<file path="src/rtl/pattern_generator_param_pkg.sv">
// Shared encodings for the pattern generator: pixel modes, FSM states and a
// counter-width helper.
package pattern_pkg;

  typedef enum logic [2:0] {
    MODE_RAMP    = 3'd0,
    MODE_CONST   = 3'd1,
    MODE_ONES    = 3'd2,
    MODE_COUNT   = 3'd3,
    MODE_CHECKER = 3'd4
  } mode_e;

  typedef enum logic [1:0] {
    IDLE  = 2'd0,
    ARMED = 2'd1,
    LINE  = 2'd2
  } state_e;

  // Counter width for n states, never narrower than one bit.
  function automatic int unsigned clog2_min1(input int unsigned n);
    return (n <= 1) ? 1 : $clog2(n);
  endfunction

endpackage

</file>
<file path="src/rtl/pattern_generator_param_if.sv">
// Sync/config/pixel bundle between the sync source, the generator and the sink.
//   master : sync source / pixel sink side (drives sync and configuration)
//   slave  : generator side (drives the registered pixel stream and markers)
interface pattern_generator_param_if #(
  parameter int unsigned DATA_W  = 12,
  parameter int unsigned DELTA_W = 2
);
  logic               f_sync;
  logic               sync;
  logic [2:0]         mode;
  logic [DATA_W-1:0]  const_val;
  logic [DELTA_W-1:0] x_delta;
  logic [DELTA_W-1:0] y_delta;
  logic               gray_en;
  logic [DATA_W-1:0]  pix_out;
  logic               valid;
  logic               sol;
  logic               eol;
  logic               eof;
  logic               busy;

  modport master (
    output f_sync, sync, mode, const_val, x_delta, y_delta, gray_en,
    input  pix_out, valid, sol, eol, eof, busy
  );

  modport slave (
    input  f_sync, sync, mode, const_val, x_delta, y_delta, gray_en,
    output pix_out, valid, sol, eol, eof, busy
  );
endinterface

</file>
<file path="src/rtl/pattern_generator_param_gray.sv">
// Combinational binary-to-Gray converter placed in front of the pixel register.
//   bin    : binary value
//   gray_c : Gray-coded value (combinational)
module gray_encode #(
  parameter int unsigned W = 12
) (
  input  logic [W-1:0] bin,
  output logic [W-1:0] gray_c
);
  assign gray_c = bin ^ (bin >> 1);
endmodule

</file>
<file path="src/rtl/pattern_generator_param.sv">
// Frame pattern generator: one pixel per clock over LINES x LINE_LEN pixels.
// f_sync arms a frame and captures the configuration, sync starts each line.
//   clk, rst : clock, asynchronous active-high reset
//   bus      : slave side of the sync/config/pixel bundle; all outputs registered
module pattern_generator_param
  import pattern_pkg::*;
#(
  parameter int unsigned DATA_W   = 12,
  parameter int unsigned LINE_LEN = 4096,
  parameter int unsigned LINES    = 32,
  parameter int unsigned DELTA_W  = 2
) (
  input  logic                  clk,
  input  logic                  rst,
  pattern_generator_param_if.slave bus
);

  localparam int unsigned        PIX_W     = clog2_min1(LINE_LEN);
  localparam int unsigned        LINE_W    = clog2_min1(LINES);
  localparam logic [PIX_W-1:0]   PIX_LAST  = PIX_W'(LINE_LEN - 1);
  localparam logic [LINE_W-1:0]  LINE_LAST = LINE_W'(LINES - 1);

  state_e              state;
  logic [PIX_W-1:0]    pix_idx;     // index of the next pixel to emit in LINE
  logic [LINE_W-1:0]   line_idx;
  logic [DATA_W-1:0]   line_base;
  logic [DATA_W-1:0]   frame_cnt;

  logic [2:0]          cfg_mode;
  logic [DATA_W-1:0]   cfg_const;
  logic [DELTA_W-1:0]  cfg_x;
  logic [DELTA_W-1:0]  cfg_y;
  logic                cfg_gray;

  logic [DATA_W-1:0]   pix_q;
  logic                valid_q;
  logic                sol_q;
  logic                eol_q;
  logic                eof_q;
  logic                busy_q;

  logic                start_c;
  logic                emit_c;
  logic [PIX_W-1:0]    cur_idx_c;
  logic                px_bit_c;
  logic                ln_bit_c;
  logic [DATA_W-1:0]   bin_c;
  logic [DATA_W-1:0]   gray_c;
  logic [DATA_W-1:0]   pix_c;

  // Line start / pixel emission qualifiers; f_sync overrides everything.
  always_comb begin
    start_c   = (state == ARMED) && bus.sync && !bus.f_sync;
    emit_c    = start_c || ((state == LINE) && !bus.f_sync);
    cur_idx_c = start_c ? '0 : pix_idx;
  end

  // Pixel value for the pixel being emitted this cycle.
  always_comb begin
    px_bit_c = 1'(cur_idx_c >> cfg_x);
    ln_bit_c = 1'(line_idx >> cfg_y);
    bin_c    = '0;
    case (cfg_mode)
      MODE_RAMP:    bin_c = line_base + DATA_W'(cur_idx_c) * DATA_W'(cfg_x);
      MODE_CONST:   bin_c = cfg_const;
      MODE_ONES:    bin_c = '1;
      MODE_COUNT:   bin_c = frame_cnt;
      MODE_CHECKER: bin_c = (px_bit_c ^ ln_bit_c) ? '1 : '0;
      default:      bin_c = '0;
    endcase
  end

  gray_encode #(.W(DATA_W)) u_gray (
    .bin    (bin_c),
    .gray_c (gray_c)
  );

  assign pix_c = cfg_gray ? gray_c : bin_c;

  // FSM, counters, configuration capture and output registers.
  always_ff @(posedge clk or posedge rst) begin
    if (rst) begin
      state     <= IDLE;
      pix_idx   <= '0;
      line_idx  <= '0;
      line_base <= '0;
      frame_cnt <= '0;
      cfg_mode  <= '0;
      cfg_const <= '0;
      cfg_x     <= '0;
      cfg_y     <= '0;
      cfg_gray  <= 1'b0;
      pix_q     <= '0;
      valid_q   <= 1'b0;
      sol_q     <= 1'b0;
      eol_q     <= 1'b0;
      eof_q     <= 1'b0;
      busy_q    <= 1'b0;
    end else begin
      pix_q   <= '0;
      valid_q <= 1'b0;
      sol_q   <= 1'b0;
      eol_q   <= 1'b0;
      eof_q   <= 1'b0;

      if (bus.f_sync) begin
        // Abort/arm: restart the frame with fresh configuration.
        state     <= ARMED;
        pix_idx   <= '0;
        line_idx  <= '0;
        line_base <= '0;
        frame_cnt <= '0;
        cfg_mode  <= bus.mode;
        cfg_const <= bus.const_val;
        cfg_x     <= bus.x_delta;
        cfg_y     <= bus.y_delta;
        cfg_gray  <= bus.gray_en;
        busy_q    <= 1'b1;
      end else begin
        case (state)
          IDLE: begin
            busy_q <= 1'b0;
          end
          ARMED: begin
            busy_q <= 1'b1;
            if (bus.sync) begin
              state   <= LINE;
              pix_idx <= PIX_W'(1);
            end
          end
          LINE: begin
            busy_q <= 1'b1;
            if (pix_idx == PIX_LAST) begin
              eol_q     <= 1'b1;
              pix_idx   <= '0;
              line_idx  <= line_idx + LINE_W'(1);
              line_base <= line_base + DATA_W'(cfg_y);
              if (line_idx == LINE_LAST) begin
                state <= IDLE;
                eof_q <= 1'b1;
              end else begin
                state <= ARMED;
              end
            end else begin
              pix_idx <= pix_idx + PIX_W'(1);
            end
          end
          default: begin
            state  <= IDLE;
            busy_q <= 1'b0;
          end
        endcase

        sol_q <= start_c;
        if (emit_c) begin
          valid_q   <= 1'b1;
          pix_q     <= pix_c;
          frame_cnt <= frame_cnt + DATA_W'(1);
        end
      end
    end
  end

  assign bus.pix_out = pix_q;
  assign bus.valid   = valid_q;
  assign bus.sol     = sol_q;
  assign bus.eol     = eol_q;
  assign bus.eof     = eof_q;
  assign bus.busy    = busy_q;

endmodule

</file>
<file path="src/flat_wrapper.sv">
// flat-port wrapper written by rule: the top's interface ports become plain ports
module pattern_generator_param_flat import pattern_pkg::*;
#(
  parameter int unsigned DATA_W   = 12,
  parameter int unsigned LINE_LEN = 4096,
  parameter int unsigned LINES    = 32,
  parameter int unsigned DELTA_W  = 2
)
  (clk, rst, bus_f_sync, bus_sync, bus_mode, bus_const_val, bus_x_delta, bus_y_delta, bus_gray_en, bus_pix_out, bus_valid, bus_sol, bus_eol, bus_eof, bus_busy);
  pattern_generator_param_if #(.DATA_W(DATA_W), .DELTA_W(DELTA_W)) bus_i ();
  input  logic clk;
  input  logic rst;
  input wire logic [$bits(bus_i.f_sync)-1:0] bus_f_sync;
  input wire logic [$bits(bus_i.sync)-1:0] bus_sync;
  input wire logic [$bits(bus_i.mode)-1:0] bus_mode;
  input wire logic [$bits(bus_i.const_val)-1:0] bus_const_val;
  input wire logic [$bits(bus_i.x_delta)-1:0] bus_x_delta;
  input wire logic [$bits(bus_i.y_delta)-1:0] bus_y_delta;
  input wire logic [$bits(bus_i.gray_en)-1:0] bus_gray_en;
  output wire logic [$bits(bus_i.pix_out)-1:0] bus_pix_out;
  output wire logic [$bits(bus_i.valid)-1:0] bus_valid;
  output wire logic [$bits(bus_i.sol)-1:0] bus_sol;
  output wire logic [$bits(bus_i.eol)-1:0] bus_eol;
  output wire logic [$bits(bus_i.eof)-1:0] bus_eof;
  output wire logic [$bits(bus_i.busy)-1:0] bus_busy;
  assign bus_i.f_sync = bus_f_sync;
  assign bus_i.sync = bus_sync;
  assign bus_i.mode = bus_mode;
  assign bus_i.const_val = bus_const_val;
  assign bus_i.x_delta = bus_x_delta;
  assign bus_i.y_delta = bus_y_delta;
  assign bus_i.gray_en = bus_gray_en;
  assign bus_pix_out = bus_i.pix_out;
  assign bus_valid = bus_i.valid;
  assign bus_sol = bus_i.sol;
  assign bus_eol = bus_i.eol;
  assign bus_eof = bus_i.eof;
  assign bus_busy = bus_i.busy;
  pattern_generator_param #(.DATA_W(DATA_W), .LINE_LEN(LINE_LEN), .LINES(LINES), .DELTA_W(DELTA_W)) u_core (.clk(clk), .rst(rst), .bus(bus_i));
endmodule
</file>
<file path="config.mk">
export PLATFORM = sky130hd
export DESIGN_NAME = pattern_generator_param_flat
export DESIGN_NICKNAME = d
export VERILOG_FILES = /design/src/rtl/pattern_generator_param_pkg.sv /design/src/rtl/pattern_generator_param_if.sv /design/src/rtl/pattern_generator_param_gray.sv /design/src/rtl/pattern_generator_param.sv /design/src/flat_wrapper.sv
export SDC_FILE = /design/constraint.sdc
export NUM_CORES = 1
export LEC_CHECK = 0
export ABC_AREA = 1
export CAP_MARGIN = 20
export CORE_ASPECT_RATIO = 1.75
export CORE_MARGIN = 2
export CORE_UTILIZATION = 45
export DETAILED_ROUTE_END_ITERATION = 8
export PLACE_DENSITY = 0.61
export SLEW_MARGIN = 20
export SYNTH_ARGS = -nofsm -noshare
export SYNTH_HDL_FRONTEND = slang
export SYNTH_SLANG_ARGS = --single-unit
</file>
<file path="constraint.sdc">
create_clock -name clk -period 4.3 [get_ports clk]
set_input_delay 0.86 -clock clk [delete_from_list [all_inputs] [get_ports clk]]
set_output_delay 0.86 -clock clk [all_outputs]
set_load 0.05 [all_outputs]
</file>
==> out/results.txt <==
Post-CTS Resized: 0
Post-Syn Instances: 679
Max Slew Vio Count: 0
Net Count, Synth: 735
Critical Path Start Type: primary input
period utilization: 0.867
placed instance area: 5590 um2
vias in the first global route: 4381
data required time of the worst path: 4.57 ns
Routed WL: 12.4 mm
Final Skew: 0.00872 ns
RSZ-0062 raised after global routing: false
GPL Wtd Cong: 0.907
Distinct cells, synth: 38
register area: 2000 um2
IR drop worst, VDD: 251 uV
share of layout cells above drive strength 1: 0.0512
power density cells: 372 nW/um2
Residual DRC: 0
cell area after layout: 5910 um2
shortest period the worst path allows: 3.73 ns
metal3 WL: 357 um
Worst-path clk slew: 0.06 ns
synthesis-to-finish area growth: 16.8%
max layer used: met4
Sum Neg Setup Slack: 0 ns
antenna violations before repair: 0
# diodes: 0
Yosys Warn Count: 0
Post-CTS Hold Buffers: 0
final setup vio count: 0
WL per Instance: 14.6 um
R2R setup slack: 0.87 ns
Die Span Y: 144 um
GRT Util Overall: 0.223
Max clock buf depth: 2
Antenna Nets Post-Route: 0
drt pass-1 iters: 4
Final nets: 774
Synth async-reset ratio: 1.00
top cells by area, synth: dfrtp_1, nand2_1, inv_1, nand3_1, nor2_1
port bufs: 40
post-CTS setup buffer count: 0
Least-Margin Pin Slew: 0.865 ns
root buf cell: clkbuf_16
Die ar.: 12100 um2
Metal-1 WL: 4.95 mm
CTS Buf Count: 9
Die Wd: 84.2 um
Synth Register Bits: 80
first-pass GRT wire length: 21.2 mm
Fin. Hold Viols: 0
synthesized area per cell: 7.45 um2
Hold Path Cell Cnt: 2
Site Rows: 51
top cells by count, synth: nand2_1, inv_1, dfrtp_1, nor2_1, nand3_1
Cell Area, Synth: 5060 um2
grt ovf: 0
r2r worst-path depth: 18
maxcap violations: 0
CTS sink cnt: 80
Worst EP arrival: 4.00 ns
DP Wirelength: 9.75 mm
Post-synth EDFFs: 0
fmax: 268 MHz
area of the multi-input gates: 2550 um2
status: completed
CP Capture Type: register
Slew headroom: 0.423
Worst Hold Class: register to register
TritonCTS clock tree: built
met2 WL: 6.46 mm
routed vias: 4362
Filler cells: 1078
Setup CP Type: primary input to register
H-Tree Depth: 3
post-synthesis sequential area ratio: 0.396
CORE AREA: 11000 um2
Iteration-0 DRC Markers: 201
I/O pin count: 41
largest net degree at the start of global routing: 51
area share of the largest cell type after synthesis: 0.396
DR vias/cell: 5.11
Leak: 2.84 nW
main flop type after synthesis: dfrtp_1
dominant cell by count in the synthesized netlist: nand2_1
crit-path max FO: 18
Worst-Skew Late Latency: 0.34 ns
initial core utilization: 0.458
Synth area leader: dfrtp_1
## final timing paths
check                                    start                     end
setup / recovery                    bus_f_sync  u_core.bus.pix_out[10]
max in group asynchronous                  rst   u_core.bus.pix_out[8]
hold / removal             u_core.cfg_const[8]     u_core.cfg_const[8]
hold reg to reg            u_core.cfg_const[8]     u_core.cfg_const[8]
setup reg to reg               u_core.state[1]  u_core.bus.pix_out[10]
min in group asynchronous                  rst         u_core.cfg_y[1]
## report_power, final
part	internal, mW	switching [mW]
Clock	0.509	0.319
Sequential	0.814	0.0462
Combinational	0.162	0.347
Total	1.48	0.713
## per-layer routing
layer  vias to the layer above  global-route usage
met5                         -                   0
li1                       2253                   -
met3                        39              0.0297
met1                      1979               0.249
met2                        91               0.400
met4                         0               0.135
## placed cells by master (no fill, tap or decap), types with 5 or more instances in the layout
cell and n:
nand3_1 55, clkbuf_16 9, clkdlybuf4s50_1 40, inv_1 113, o21ai_0 47, nand2_1 154
fa_1 12, a21oi_1 24, nand4_1 7, nor3_1 16, nor2_1 71, ha_1 20
o22ai_1 13, dfrtp_1 80, o211ai_1 5
## layout make-up
cell class                 count  share of cell area
clock inverter                 6              0.0159
timing repair buffer          44              0.0728
inverter                     117              0.0745
clock buffer                   9              0.0381
multi-input combinational    466               0.432
tap                          132              0.0279
sequential                    80               0.339
## through the flow
step	instances	worst slack (ns)	hold WS (ns)	total power, mW	utilization
4_1_cts	854	0.632	0.509	2.22	0.535
3_3_place_gp	839	0.293	0.480	1.37	0.506
3_5_place_dp	839	0.290	0.491	1.38	0.506
5_1_grt	854	0.316	0.540	2.31	0.535
2_1_floorplan	679	0.894	0.442	1.22	-
6_report	854	0.571	0.509	2.20	0.535
## logic make-up (layout without fill, tap and decap cells)
kind of cell | count (synthesis) | after routing | synth area share
AOI/OAI and AO/OA | 103 | 103 | 0.115
xor gates and xnor gates | 5 | 5 | 0.00865
adders and majority gates | 32 | 32 | 0.0969
buffers and inverters | 133 | 176 | 0.100
DFF | 80 | 80 | 0.396
and+or+nand+nor | 326 | 326 | 0.284
## state kept, by name, summed over array words and instances (netlist names)
signal	cells
u_core.bus.busy	1
u_core.bus.eof	1
u_core.bus.eol	1
u_core.bus.pix_out	12
u_core.bus.sol	1
u_core.bus.valid	1
u_core.cfg_const	12
u_core.cfg_gray	1
u_core.cfg_mode	3
u_core.cfg_x	2
u_core.cfg_y	2
u_core.frame_cnt	12
u_core.line_base	12
u_core.line_idx	5
u_core.pix_idx	12
u_core.state	2
## critical path, cell delays in order
cell,delay [ns]
clkdlybuf4s50_1,0.49
inv_2,0.06
nand3_4,0.10
buf_4,0.22
nand3_1,0.12
fa_1,0.52
inv_1,0.04
ha_1,0.36
nand2_1,0.12
nor2_1,0.22
nand3_1,0.19
nand3_1,0.13
nand2_1,0.05
nand3_1,0.07
nand4_1,0.16
nand3_1,0.13
nand2_1,0.06
nor2_1,0.09
Note: power is estimated with default switching activity, not from simulation.
